$ cat config.mk
export PLATFORM = sky130hd
export DESIGN_NAME = pe_nic
export DESIGN_NICKNAME = d
export VERILOG_FILES = /design/src/rtl/pe_nic.sv
export SDC_FILE = /design/constraint.sdc
export NUM_CORES = 1
export LEC_CHECK = 0
export BUFFER_PORTS_ARGS = -buffer_cell sky130_fd_sc_hd__buf_4
export CORE_ASPECT_RATIO = 0.5
export CORE_MARGIN = 2
export CORE_UTILIZATION = 51
export DETAILED_ROUTE_END_ITERATION = 8
export MAX_ROUTING_LAYER = met4
export PLACE_DENSITY = 0.83
export SLEW_MARGIN = 10
export SYNTH_ARGS = -nofsm -noshare
export SYNTH_HDL_FRONTEND = slang
export SYNTH_SLANG_ARGS = --single-unit
$ cat constraint.sdc
create_clock -name clk -period 23.9 [get_ports clk]
set_clock_uncertainty 0.05 [all_clocks]
set_input_delay 5.975 -clock clk [delete_from_list [all_inputs] [get_ports clk]]
set_output_delay 5.975 -clock clk [all_outputs]
set_load 0.02 [all_outputs]
$ cat src/rtl/pe_nic.sv
// NIC between a PE register map and the router PE port: one 64-bit TX buffer, one 64-bit RX buffer.
// TX pulses net_so one edge after a write at the earliest; net_ri low or a VC-phase mismatch holds TX; a full RX buffer drops net_ro.
module pe_nic #(
  parameter int DATA_W   = 64,
  parameter int VC_BIT   = 63,
  parameter int POL_GATE = 1
) (
  input  logic              clk,
  input  logic              reset,
  input  logic [1:0]        addr,
  input  logic [DATA_W-1:0] d_in,
  output logic [DATA_W-1:0] d_out,
  input  logic              nicEn,
  input  logic              nicWrEn,
  output logic              net_so,
  output logic [DATA_W-1:0] net_do,
  input  logic              net_ri,
  input  logic              net_si,
  input  logic [DATA_W-1:0] net_di,
  output logic              net_ro,
  input  logic              net_polarity
);

  localparam logic [1:0] ADDR_IBUF  = 2'd0;
  localparam logic [1:0] ADDR_ISTAT = 2'd1;
  localparam logic [1:0] ADDR_OBUF  = 2'd2;
  localparam logic [1:0] ADDR_OSTAT = 2'd3;

  typedef enum logic {
    TX_IDLE  = 1'b0,
    TX_PULSE = 1'b1
  } tx_state_t;

  tx_state_t          r_state;
  tx_state_t          w_state_nxt;
  logic [DATA_W-1:0]  r_out_buf;
  logic               r_out_full;
  logic [DATA_W-1:0]  r_in_buf;
  logic               r_in_full;
  logic [DATA_W-1:0]  r_net_do;
  logic [DATA_W-1:0]  r_d_out;
  logic [DATA_W-1:0]  w_rd_dat;
  logic               w_launch;
  logic               w_pol_ok;
  logic               w_rd;
  logic               w_wr_ok;
  logic               w_cap;

  // Packets only enter the router on their own virtual-channel phase.
  assign w_pol_ok = (POL_GATE == 0) || (r_out_buf[VC_BIT] == net_polarity);
  assign w_rd     = nicEn && !nicWrEn;
  assign w_wr_ok  = nicEn && nicWrEn && (addr == ADDR_OBUF) && !r_out_full;
  assign w_cap    = net_si && !r_in_full;

  assign net_so = (r_state == TX_PULSE);
  assign net_do = r_net_do;
  assign net_ro = !r_in_full;
  assign d_out  = r_d_out;

  always_comb begin
    w_state_nxt = r_state;
    w_launch    = 1'b0;
    case (r_state)
      TX_IDLE: begin
        if (r_out_full && net_ri && w_pol_ok) begin
          w_launch    = 1'b1;
          w_state_nxt = TX_PULSE;
        end
      end
      TX_PULSE: w_state_nxt = TX_IDLE;
      default:  w_state_nxt = TX_IDLE;
    endcase
  end

  always_comb begin
    w_rd_dat = '0;
    case (addr)
      ADDR_IBUF:  w_rd_dat = r_in_buf;
      ADDR_ISTAT: w_rd_dat = {{(DATA_W-1){1'b0}}, r_in_full};
      ADDR_OBUF:  w_rd_dat = r_out_buf;
      ADDR_OSTAT: w_rd_dat = {{(DATA_W-1){1'b0}}, r_out_full};
      default:    w_rd_dat = '0;
    endcase
  end

  always_ff @(posedge clk or posedge reset) begin
    if (reset) begin
      r_state  <= TX_IDLE;
      r_net_do <= '0;
    end else begin
      r_state  <= w_state_nxt;
      r_net_do <= w_launch ? r_out_buf : '0;
    end
  end

  // A write landing on the launch edge sees out_full=1 and is dropped.
  always_ff @(posedge clk or posedge reset) begin
    if (reset) begin
      r_out_buf  <= '0;
      r_out_full <= 1'b0;
    end else if (w_launch) begin
      r_out_full <= 1'b0;
    end else if (w_wr_ok) begin
      r_out_buf  <= d_in;
      r_out_full <= 1'b1;
    end
  end

  // Capture beats a same-edge addr0 read; net_si while full is discarded.
  always_ff @(posedge clk or posedge reset) begin
    if (reset) begin
      r_in_buf  <= '0;
      r_in_full <= 1'b0;
    end else if (w_cap) begin
      r_in_buf  <= net_di;
      r_in_full <= 1'b1;
    end else if (w_rd && (addr == ADDR_IBUF)) begin
      r_in_full <= 1'b0;
    end
  end

  always_ff @(posedge clk or posedge reset) begin
    if (reset) begin
      r_d_out <= '0;
    end else if (w_rd) begin
      r_d_out <= w_rd_dat;
    end
  end

endmodule

==> results_dict.tcl <==
set metrics [dict create \
    ff2ff_setup_slack_ps 21460 \
    async_reset_ff_frac 1.00 \
    holdPathEnd "d_out[15]" \
    die_h_um 103 \
    power.leakage_nw 6.40 \
    ir_drop_v 0.0000502 \
    synthCells 698 \
    grt_antenna_before_repair 0 \
    hold_class "reg -> reg" \
    overflow 0 \
    max_cap_violations 0 \
    cts-hold-fix-buffers 0 \
    timing.critical_path.from_type "input port" \
    place_ws_ps 15540 \
    cts_tree "built" \
    delay_of_the_slowest_critical_path_stage_ps 580 \
    cts_max_level 1 \
    reg2reg_from "r_in_full" \
    seq_power_share 0.464 \
    synth-seq-cells 259 \
    area_inside_the_core_boundary_um2 18700 \
    yosysMostFrequentCell "dfrtp_1" \
    cts_inserted_buffers 23 \
    nets_in_the_synthesized_netlist 835 \
    tritoncts_num_sinks 259 \
    cp_cell_sequence "buf_4 -> nand4b_4 -> nor2_8 -> buf_4 -> mux2_2" \
    min_path_cells 2 \
    clock_tree.root_cell "clkbuf_16" \
    timing_worst_slew_pin_value_ps 908 \
    die_width_um 201 \
    grt_first_pass_wirelength_um 37100 \
    synth_xor_xnor_area_share 0 \
    clk_pin_slew_worst_paths_ps 70 \
    count_of_non_filler_cells_in_the_finished_layout 1231 \
    rsz0062_at_grt "false" \
    gp_congestion 0.807 \
    synth.top_cells.by_count "259 x dfrtp_1, 118 x mux2_2, 64 x nand2_1, 63 x and2_1, 63 x mux2i_1" \
    muxShareOfSynthArea 0.213 \
    synth_top_area_cell "dfrtp_1" \
    final_net_count 1093 \
    post-route-worst-setup-slack_ps 16090 \
    drive_above_1_share 0.452 \
    route.final.wire_length_um 23900 \
    tns_ps 0 \
    worst-path-buf-inv 2 \
    critical_path.most_common_cell "buf_4" \
    initial_core_util 0.529 \
    synth.avg_cell_area_um2 14.2 \
    switching_share 0.292 \
    grt_util_all_layers 0.241 \
    syn_to_final_growth_pct 30.5 \
    cpMaxStageDelayCell "buf_4" \
    routedWlPerCell_um 19.4 \
    post_synth_fa_ha_maj_area_fraction 0 \
    finalHoldViolations 0 \
    timing.final.max_slew_violations 0 \
    synthTopCellsByArea "dfrtp_1 65%, mux2_2 13%, mux2i_1 6.4%" \
    top_achievable_clock_speed_mhz 128 \
    timing.setup.critical_path_class "in -> reg" \
    power.share.combinational 0.256 \
    relSlewSlack 0.393 \
    synth_edf_count 0 \
    number_of_placement_rows 35 \
    setup_violations 0 \
    vias_per_cell 5.13 \
    cellPowerDensity_nw_per_um2 115 \
    ys_dominant_reg_cell "dfrtp_1" \
    io-pin-count 267 \
    drt_first_iter_violations 202 \
    r2r_cells 3 \
    synth_area_um2 9900 \
    critical_path_required_ps 24240 \
    cp.arrival_ps 8150 \
    largest_net_degree_at_the_start_of_global_routing 130 \
    vias_after_detailed_routing 6314 \
    post-synth-top-area-fraction 0.655 \
    worst-path-max-fanout 35 \
    worst_hold_startpoint "d_out[15]" \
    numPortBuffers 266 \
    num_antenna_cells 0 \
    synth.distinct_cells 25 \
    synth_top_family_by_area "multiplexers" \
    firstDrtPassIters 4 \
    yosysSeqAreaShare 0.655 \
    p_sw_mw 0.433 \
    cts_resized 0 \
    floorplan_die_area_um2 20600 \
    endpoint_type_of_the_worst_setup_path "flip-flop" \
    post-route-period-util 0.327 \
    clock_latency_ps 500 \
    dp_cells 1190 \
    grt_pass1_vias 6692 \
    synth_compound_gate_area_share 0.0340 \
    place.detailed.hpwl_um 15700 \
    internal_mw 1.05 \
    cts_buffer_depth 3 \
    proportion_of_power_drawn_by_the_clock_network 0.280 \
    cts_setup_buffers 0 \
    r2r-end "r_in_buf[5]" \
    synthSimpleGateAreaFrac 0.0728 \
    final.min_clock_period_ps 7810 \
    crit_path_max_delay_family "buffers and inverters" \
    post-route-drc-count 0 \
    outcome "finished, final reports clean" \
    ant_nets 0 \
    yosysWarnings 0 \
]
-- tightest hold or removal path, delay by kind of cell, from the launching register on --
family / cells / cell delay, ps
flops: 1 / 350
compound gates: 1 / 60
simple gates: 1 / 40
-- routing by layer --
layer | vias to the layer above | routed length (um) | global-route usage
met5 | - | 0 | -
met3 | 52 | 996 | 0.0401
met2 | 165 | 11900 | 0.401
li1 | 2891 | - | -
met1 | 3206 | 10200 | 0.309
met4 | 0 | 733 | 0.0775
-- power groups by stage --
stage	registers, mW	clock network, mW	logic (mW)
final	0.687	0.415	0.379
after detailed placement	0.694	0	0.381
after CTS	0.687	0.423	0.385
after global placement	0.684	0	0.366
after global routing	0.706	0.441	0.410
after floorplan	0.718	0	0.200
-- worst max path at each step --
stage | startpoint | to | slack [ps] | depth (start not counted)
2_1_floorplan | reset | d_out[0] | 10750 | 1
3_3_place_gp | addr[1] | r_out_buf[60] | 15600 | 5
3_5_place_dp | addr[1] | r_out_buf[13] | 15540 | 5
4_1_cts | addr[1] | r_out_buf[47] | 16060 | 5
5_1_grt | addr[1] | r_out_buf[47] | 15970 | 5
6_report | addr[1] | r_out_buf[16] | 16090 | 5
-- layout make-up --
type	count	area, um2
Sequential cell	259	6480
Inverter	3	18.8
Fill cell	1316	5780
Multi-Input combinational cell	395	3180
Timing Repair Buffer	274	2060
Clock inverter	12	221
Clock buffer	29	638
Tap cell	259	324
-- metrics by stage --
step	power, mW	hold slack [ps]	util	instance area [um2]
finish	1.48	434	0.691	12900
global route	1.56	452	0.691	12900
CTS	1.49	438	0.691	12900
detailed placement	1.08	422	0.645	12100
global placement	1.05	414	0.645	12100
floorplan	0.918	417	-	9900
-- registers in the layout (all words and copies together) (netlist names) --
register	cells
net_do	64
d_out	64
r_in_buf	64
r_in_full	1
r_out_full	1
r_out_buf	64
net_so	1
-- logic make-up (layout without fill, tap and decap cells) --
family          Yosys count  after routing
flops                   259            259
compound gates           66             66
buf+inv                  44            318
simple gates            136            136
mux                     193            193
-- layout by cell type (no fill, tap or decap), drive strengths merged, types with 3 or more instances in the layout --
cell type | netlist | final
and2 | 63 | 63
mux2 | 129 | 129
mux2i | 63 | 63
bufinv | 0 | 6
clkinvlp | 0 | 3
clkinv | 0 | 3
dfrtp | 259 | 259
inv | 3 | 3
nand2 | 64 | 64
buf | 24 | 274
clkbuf | 17 | 29
o21ai | 63 | 63
No activity file was read; power rests on OpenSTA's default activity.
